--- src/rtl/uart_pwm_pkg.sv ---
// Shared types and constants for the UART-to-PWM command path.
package uart_pwm_pkg;

   typedef enum logic [1:0] {
      IDLE     = 2'd0,
      GET_CH   = 2'd1,
      GET_DUTY = 2'd2,
      GET_CHK  = 2'd3
   } pkt_state_e;

   localparam logic [7:0]  SYNC_BYTE_DEFAULT = 8'hA5;
   localparam int unsigned PKT_LEN           = 4;

   // Expected checksum byte for a packet carrying ch and val.
   function automatic logic [7:0] pkt_chk(input logic [7:0] ch,
                                          input logic [7:0] val,
                                          input logic [7:0] sync = SYNC_BYTE_DEFAULT);
      return sync ^ ch ^ val;
   endfunction

endpackage

--- src/rtl/pkt_timeout_ctr.sv ---
// Idle-cycle counter: clears on clr, counts while en, flags LIMIT-1 reached.
module pkt_timeout_ctr #(
   parameter int unsigned LIMIT = 100000
) (
   input  logic clk,
   input  logic rst_n,
   input  logic clr,
   input  logic en,
   output logic expired
);

   localparam int unsigned CW = (LIMIT > 2) ? $clog2(LIMIT) : 1;

   logic [CW-1:0] cnt;

   // Count idle cycles; hold at the terminal value so it never wraps.
   always_ff @(posedge clk or negedge rst_n) begin
      if (!rst_n) begin
         cnt <= '0;
      end else if (clr) begin
         cnt <= '0;
      end else if (en && !expired) begin
         cnt <= cnt + CW'(1);
      end
   end

   assign expired = (cnt == CW'(LIMIT - 1));

endmodule

--- src/rtl/uart_pkt_decoder.sv ---
// Frames UART bytes into SYNC/CH/DUTY/CHK packets and issues duty writes.
module uart_pkt_decoder
   import uart_pwm_pkg::*;
#(
   parameter int unsigned NUM_CH         = 9,
   parameter int unsigned TIMEOUT_CYCLES = 100000,
   parameter logic [7:0]  SYNC_BYTE      = SYNC_BYTE_DEFAULT
) (
   input  logic       clk,
   input  logic       rst_n,
   input  logic       rx_valid,
   input  logic [7:0] rx_data,
   input  logic       rx_frame_err,
   output logic       duty_we,
   output logic [3:0] duty_ch,
   output logic [7:0] duty_val,
   output logic       pkt_err,
   output logic [3:0] pkt_count,
   output logic       busy
);

   pkt_state_e state_q, state_d;
   logic [7:0] ch_q, ch_d;
   logic [7:0] val_q, val_d;
   logic       we_d, err_d;
   logic [3:0] duty_ch_d;
   logic [7:0] duty_val_d;
   logic [3:0] count_d;
   logic       expired;
   logic       pkt_good;

   // Idle timer runs only while a packet is in progress.
   pkt_timeout_ctr #(
      .LIMIT (TIMEOUT_CYCLES)
   ) u_timeout (
      .clk     (clk),
      .rst_n   (rst_n),
      .clr     (rx_valid || (state_q == IDLE)),
      .en      (state_q != IDLE),
      .expired (expired)
   );

   // Full 8-bit channel compare so out-of-range IDs never alias.
   assign pkt_good = (rx_data == pkt_chk(ch_q, val_q, SYNC_BYTE)) &&
                     (32'(ch_q) < NUM_CH);

   // State register.
   always_ff @(posedge clk or negedge rst_n) begin
      if (!rst_n) begin
         state_q <= IDLE;
      end else begin
         state_q <= state_d;
      end
   end

   // Next-state and next-output decode; a byte always beats the timeout.
   always_comb begin
      state_d    = state_q;
      ch_d       = ch_q;
      val_d      = val_q;
      we_d       = 1'b0;
      err_d      = 1'b0;
      duty_ch_d  = duty_ch;
      duty_val_d = duty_val;
      count_d    = pkt_count;
      if (rx_valid) begin
         if (rx_frame_err) begin
            if (state_q != IDLE) begin
               state_d = IDLE;
               err_d   = 1'b1;
            end
         end else begin
            case (state_q)
               IDLE: begin
                  if (rx_data == SYNC_BYTE) begin
                     state_d = GET_CH;
                  end
               end
               GET_CH: begin
                  ch_d    = rx_data;
                  state_d = GET_DUTY;
               end
               GET_DUTY: begin
                  val_d   = rx_data;
                  state_d = GET_CHK;
               end
               GET_CHK: begin
                  state_d = IDLE;
                  if (pkt_good) begin
                     we_d       = 1'b1;
                     duty_ch_d  = ch_q[3:0];
                     duty_val_d = val_q;
                     count_d    = pkt_count + 4'd1;
                  end else begin
                     err_d = 1'b1;
                  end
               end
               default: state_d = IDLE;
            endcase
         end
      end else if (expired && (state_q != IDLE)) begin
         state_d = IDLE;
         err_d   = 1'b1;
      end
   end

   // Packet fields and registered outputs.
   always_ff @(posedge clk or negedge rst_n) begin
      if (!rst_n) begin
         ch_q      <= '0;
         val_q     <= '0;
         duty_we   <= 1'b0;
         pkt_err   <= 1'b0;
         duty_ch   <= '0;
         duty_val  <= '0;
         pkt_count <= '0;
      end else begin
         ch_q      <= ch_d;
         val_q     <= val_d;
         duty_we   <= we_d;
         pkt_err   <= err_d;
         duty_ch   <= duty_ch_d;
         duty_val  <= duty_val_d;
         pkt_count <= count_d;
      end
   end

   assign busy = (state_q != IDLE);

endmodule

--- config.mk ---
export PLATFORM = sky130hd
export DESIGN_NAME = uart_pkt_decoder
export DESIGN_NICKNAME = d
export VERILOG_FILES = /design/src/rtl/uart_pwm_pkg.sv /design/src/rtl/pkt_timeout_ctr.sv /design/src/rtl/uart_pkt_decoder.sv
export SDC_FILE = /design/constraint.sdc
export NUM_CORES = 1
export LEC_CHECK = 0
export CORE_UTILIZATION = 40
export DETAILED_ROUTE_END_ITERATION = 8
export GPL_ROUTABILITY_DRIVEN = 1
export PLACE_DENSITY = 0.61
export SKIP_CTS_REPAIR_TIMING = 1
export SLEW_MARGIN = 20
export SYNTH_ARGS = -nofsm -noshare
export SYNTH_HDL_FRONTEND = slang
export SYNTH_HIERARCHICAL = 1
export SYNTH_SLANG_ARGS = --single-unit
--- constraint.sdc ---
create_clock -name clk -period 2.65 [get_ports clk]
set_clock_uncertainty 0.15 [all_clocks]
set_input_delay 0.53 -clock clk [delete_from_list [all_inputs] [get_ports clk]]
set_output_delay 0.53 -clock clk [all_outputs]
set_load 0.01 [all_outputs]
==> results of run 1 <==
## power groups by stage
stage | registers (mW) | logic, mW | clock network [mW]
after floorplan | 1.06 | 0.420 | 0
after global placement | 1.09 | 0.573 | 0
after detailed placement | 1.10 | 0.579 | 0
after CTS | 1.08 | 0.584 | 0.667
after global routing | 1.10 | 0.639 | 0.692
final | 1.08 | 0.575 | 0.649
## sequential cells by signal (all words and copies together), names as in the netlist
name	flops
u_timeout/cnt	17
ch_q	8
duty_val	8
val_q	8
duty_ch	4
pkt_count	4
state_q	2
duty_we	1
pkt_err	1
## metrics by stage
step / cells / setup WS (ns)
floorplan: 219 / 0.3149
global placement: 333 / -0.1361
detailed placement: 333 / -0.1620
CTS: 341 / 0.1381
global route: 341 / 0.06893
finish: 341 / 0.1535
## cell families (layout without fill, tap and decap cells)
group / count (synthesis) / after routing / share of synthesized area
xor+xnor: 19 / 19 / 0.07399
buf+inv: 10 / 55 / 0.02073
flops: 53 / 53 / 0.4995
simple gates: 70 / 70 / 0.1678
mux: 32 / 32 / 0.1475
fa+ha+maj: 6 / 6 / 0.02827
compound gates: 29 / 29 / 0.06221
## worst max-delay path: cells and delay by family
kind                   cells  cell delay [ns]
XOR/XNOR                   1             0.44
AND/OR/NAND/NOR            3             0.56
buffers and inverters      2             0.67
multiplexers               1             0.34
## cell type report
cell class / count / area [um^2]
clock buffer: 5 / 68.82
clock inverter: 3 / 65.06
fill: 572 / 3123
inverter: 4 / 15.01
multi-input combinational: 156 / 1274
sequential: 53 / 1326
tap: 77 / 96.34
timing repair buffer: 43 / 417.9
## per-layer routing
layer | vias up | share of wire | global-route usage
met4 | 0 | 0.0090 | 0.05085
met1 | 877 | 0.47 | 0.2213
met3 | 6 | 0.025 | 0.02572
li1 | 880 | - | -
met5 | - | 0 | 0
met2 | 22 | 0.50 | 0.2697
## cells in the final DEF (no fill, tap or decap), types with 10 or more instances in the layout
| master | instances |
|---|---|
| xor2_1 | 11 |
| a21oi_1 | 12 |
| o21ai_0 | 11 |
| nor2_1 | 10 |
| mux2_2 | 21 |
| dfrtp_1 | 53 |
| clkdlybuf4s50_1 | 29 |
| buf_4 | 11 |
## final timing paths
kind | slack, ns | endpoint | start | cells past startpoint
min in group clk | 0.34 | pkt_count[3] | pkt_count[3] | 1
max in group asynchronous | 1.76 | val_q[1] | rst_n | 2
worst min-delay path | 0.04 | pkt_count[3] | rst_n | 1
worst min register to register | 0.34 | pkt_count[3] | pkt_count[3] | 1
worst max-delay path | 0.15 | duty_ch[2] | rx_data[1] | 7
worst max register to register | 0.29 | duty_ch[2] | ch_q[4] | 6
==> metrics, run 1 <==
status=completed; diode count=0; Num CTS Buffers=5; leakage power=around 1.4 nW; I/O Buffers=30; post-synthesis sequential area ratio=0.4995; Global Route Usage Sum=0.1631; drc violations=0; iteration-0 DRC count of the detailed router=64; Slew Viols, Final=0; largest net degree at the start of global routing=34; Remaining Overflow, GRT=0; Initial Util=0.4158; setup TNS=0 ns; fin nets=around 280; Tot Pwr=~2.3 mW; ANT nets after route=0; Skew-Pair Late Insertion Delay=about 0.30 ns; htree depth=2; Least-Margin Pin Slew=0.5210 ns; Avg WL per Cell=roughly 16 um; Syn Inst Count=between 200 and 250; DR vias/cell=5.235; Yosys warnings=6; combinational fraction of design power=0.250; Worst setup SP type=input pin; Pre-Repair DR Iteration Count=4; Final Util=0.5110; initial antenna violation count=0; sw frac=0.2880; # IOs=31; CTS sink count=between 50 and 60; Synth top area share=0.4995; Fin. Hold Viols=0; synthesized area=2655 um^2; syn avg cell area=around 12 um^2; CP Class=input pin to flip-flop; Max VDD drop=roughly 370 uV; CP max stage delay=slightly below 0.5 ns; DP Area=between 3000 and 4000 um^2; Root Buffer=clkbuf_8; Worst-path clk slew=0.10 ns; MaxCap Viol Count=0; Post-DP HPWL=3846 um; Post-synth top cells=dfrtp_1 (53), mux2_2 (21), a21oi_1 (12), o21ai_0 (11), xor2_1 (11); Cell Int Power=~1.6 mW; row cnt=29; Primary FF master, synth=dfrtp_1; P per Cell Area=just over 700 nW/um^2; Die W=~83 um; layout cell share with drive strength beyond 1=0.2273; Final period util=0.9421; CP Cell Sequence=clkdlybuf4s50_1 -> xor3_1 -> nor2_1 -> nand4_1 -> nor3_4 -> buf_12 -> mux2_2; Net Switching=roughly 660 uW; Worst Hold Class=input pin to asynchronous set/reset pin; crit path max-delay cell type=clkdlybuf4s50_1; ys async rst share=1.000; clock share of power=0.282; CTS tree=done; RD Place Congestion=between 0.8 and 0.9; area grow syn2layout=22.90%; maximum clock frequency=400.6 MHz; Final Cell Area=3263 um^2; worst-path fanout max=12; kind of end point of the critical path=flip-flop; Worst EP required=around 2.7 ns; core region area=around 6400 um^2; Cell variety after synth=between 40 and 50; most common cell in the netlist=dfrtp_1; register share of total power=0.468; worst relative slew slack=0.6527; Longest Clk Path Bufs=2; Min Hold Slack=around 0.036 ns; top post-synthesis cells by area=dfrtp_1 (50%), mux2_2 (8.9%), mux2_4 (5.1%); Post-Syn Nets=around 240; via count of the routed design=between 1,500 and 2,000; vias in the first global route=about 1,800; first-pass GRT wire length=a little over 9000 um; Setup-failing EPs final=0; routed wire length=between 5000 and 6000 um; Die Footprint=approximately 7000 um^2; worst path arrival time=between 2 and 3 ns; unrepaired setup endpoints after global routing=no; number of synthesized flops with an enable pin=0; cell taking the most area after synthesis=dfrtp_1; Final min period=between 2 and 2.5 ns; FF+latch count, synth=53; Die H=83.47 um
Power figures use the tool's default switching activity.
==> run 2, diff against run 1 <==
SLEW_MARGIN = unset   (was 20)
==> results of run 2 <==
Same layout as run 1: the final DEF is identical, and so are final timing and power.
==> run 3, diff against run 2 <==
GPL_TIMING_DRIVEN = 0   (was unset)
SLEW_MARGIN = 5   (was unset)
==> run 3 against run 2 <==
Via count increased by 2.0%. Routed wire length decreased by 5.7%. Critical path depth fell by 1. Total power fell by 8.8%. Sequential share of layout area is 0.79 points higher. Highest routed layer unchanged. Worst setup slack got worse by 0.047 ns. Global-route usage shrank 1.4 points.
==> metrics, run 3 (synthesis results as in run 1) <==
Worst setup SP type=input pin; Avg WL per Cell=14.81 um (-5.1%); Worst Hold Class=input pin to asynchronous set/reset pin; cell count along the critical path=6 (-1); Worst EP required=2.68 ns (-0.02 ns); worst-path fanout max=5 (-7); fin nets=279 (-0.71%); layout cell share with drive strength beyond 1=0.2137 (-0.01353); fill count=612 (+7.0%); Remaining Overflow, GRT=0 (unchanged); Tot Pwr=2.098 mW (-8.8%); iteration-0 DRC count of the detailed router=89 (+39%); Die Footprint=6967 um^2 (unchanged); ANT nets after route=0 (unchanged); Slew Viols, Final=0 (unchanged); Final Util=0.5012 (-0.009796); DR vias/cell=5.369 (+2.6%); max FFs per register=17 (unchanged); row cnt=29 (unchanged); WP buf/inv=2 (unchanged); drc violations=0 (unchanged); Setup-failing EPs final=0 (unchanged); Initial Util=0.4158 (unchanged); CP Cell Sequence=clkdlybuf4s50_1 -> a22o_1 -> or4_4 -> nor3_4 -> buf_4 -> mux2_2; htree depth=2 (unchanged); initial antenna violation count=0 (unchanged); worst path arrival time=2.58 ns (+0.03 ns); Post-DP HPWL=3646 um (-5.2%); Top reg by flops=u_timeout/cnt; crit path max-delay cell type=clkdlybuf4s50_1; MaxCap Viol Count=0 (unchanged); Worst-path clk slew=0.10 ns (about the same); Final min period=2.543 ns (+0.04686 ns); Skew-Pair Late Insertion Delay=0.30 ns (about the same); CP max stage delay=0.51 ns (+0.02 ns); Pre-Repair DR Iteration Count=4 (unchanged); vias in the first global route=1,770 (-4.2%); Die H=83.47 um (unchanged); core region area=6386 um^2 (unchanged); CP Class=input pin to flip-flop; CTS tree=done; crit-path leading delay family=simple AND/OR/NAND/NOR gates; largest net degree at the start of global routing=33 (-2.9%); Fin. Hold Viols=0 (unchanged); Die W=83.47 um (unchanged); Min Hold Slack=0.04505 ns (+0.009006 ns); Longest Clk Path Bufs=2 (unchanged); worst relative slew slack=0.6407 (-0.01197); kind of end point of the critical path=flip-flop; P per Cell Area=655.5 nW/um^2 (-7.0%); # IOs=31 (unchanged); Final period util=0.9598 (+0.01768); I/O Buffers=30 (unchanged); FF-to-FF path depth=6 (unchanged); CTS sink count=53 (unchanged); via count of the routed design=1,820 (+2.0%); Least-Margin Pin Slew=0.5389 ns (+0.01795 ns); area grow syn2layout=20.55%; most frequent cells in the layout=dfrtp_1 (53), clkdlybuf4s50_1 (25), mux2_2 (21); commonest non-fill, non-tap cell in the layout=dfrtp_1; Final Cell Area=3201 um^2 (-1.9%); maximum clock frequency=393.2 MHz (-1.8%); PnR worst setup slack=0.1066 ns (-0.04686 ns); unrepaired setup endpoints after global routing=no; Root Buffer=clkbuf_8; first-pass GRT wire length=8411 um (-7.7%); routed wire length=5021 um (-5.7%); leakage power=1.426 nW (-0.49%); Num CTS Buffers=5 (unchanged); Global Route Usage Sum=0.1491 (-0.01405); status=completed; Post-Place Worst Slack=-0.5331 ns (-0.3711 ns); Max VDD drop=369.6 uV (-0.62%); RD Place Congestion=0.8099 (-5.3%); DP Area=3067 um^2 (-2.0%); diode count=0 (unchanged)
-- run 3: cell types whose count changed in the layout (fill, tap and decap cells not counted), moves of 2 or more --
cell and change:
bufinv_16 -2, clkbuf_2 +2, buf_4 -7, clkdlybuf4s50_1 -4
dlymetal6s2s_1 +4, clkbuf_1 +2
-- run 3: path summary, 6_finish.rpt --
| path | slack, ns | from | to |
|---|---|---|---|
| max | 0.11 | rx_data[2] | duty_val[2] |
| min | 0.05 | rst_n | pkt_count[0] |
| min in group clk | 0.33 | pkt_count[3] | pkt_count[3] |
| max in group asynchronous | 1.74 | rst_n | u_timeout/cnt[16] |
| min reg2reg | 0.33 | pkt_count[3] | pkt_count[3] |
| max reg2reg | 0.13 | ch_q[4] | duty_val[2] |
-- run 3: layout make-up --
cell class | count | area (um^2) | share of cell area
multi-input combinational | 156 | 1276 | 0.3987
buffer | 6 | 41.29 | 0.01290
timing repair buffer | 35 | 355.3 | 0.1110
inverter | 4 | 15.01 | 0.004691
clock buffer | 5 | 68.82 | 0.02150
tap | 77 | 96.34 | 0.03010
clock inverter | 3 | 21.27 | 0.006646
sequential | 53 | 1326 | 0.4144
-- run 3: worst register-to-register path, stage by stage (launching register included) --
cell and delay [ns]:
dfrtp_1 0.43, nor4_2 0.27, o221ai_1 0.14, or4_4 0.58, nor3_4 0.32, buf_4 0.18
mux2_2 0.33
-- run 3: report_power, final --
part / total [mW] / switching (mW) / internal, mW
Combinational: 0.562 / 0.245 / 0.317
Sequential: 1.08 / 0.142 / 0.938
Clock: 0.456 / 0.268 / 0.188
-- run 3: per-layer routing --
layer	global-route usage	wire length, um
met5	0	0
met4	0.03852	68
met3	0.03165	143
met2	0.2504	2472
met1	0.1971	2337
-- run 3: metrics by stage --
stage | instances | setup TNS (ns)
final | 339 | 0
after global routing | 339 | 0
after CTS | 335 | -2.292
after detailed placement | 327 | -6.942
after global placement | 326 | -47.98
after floorplan | 219 | 0
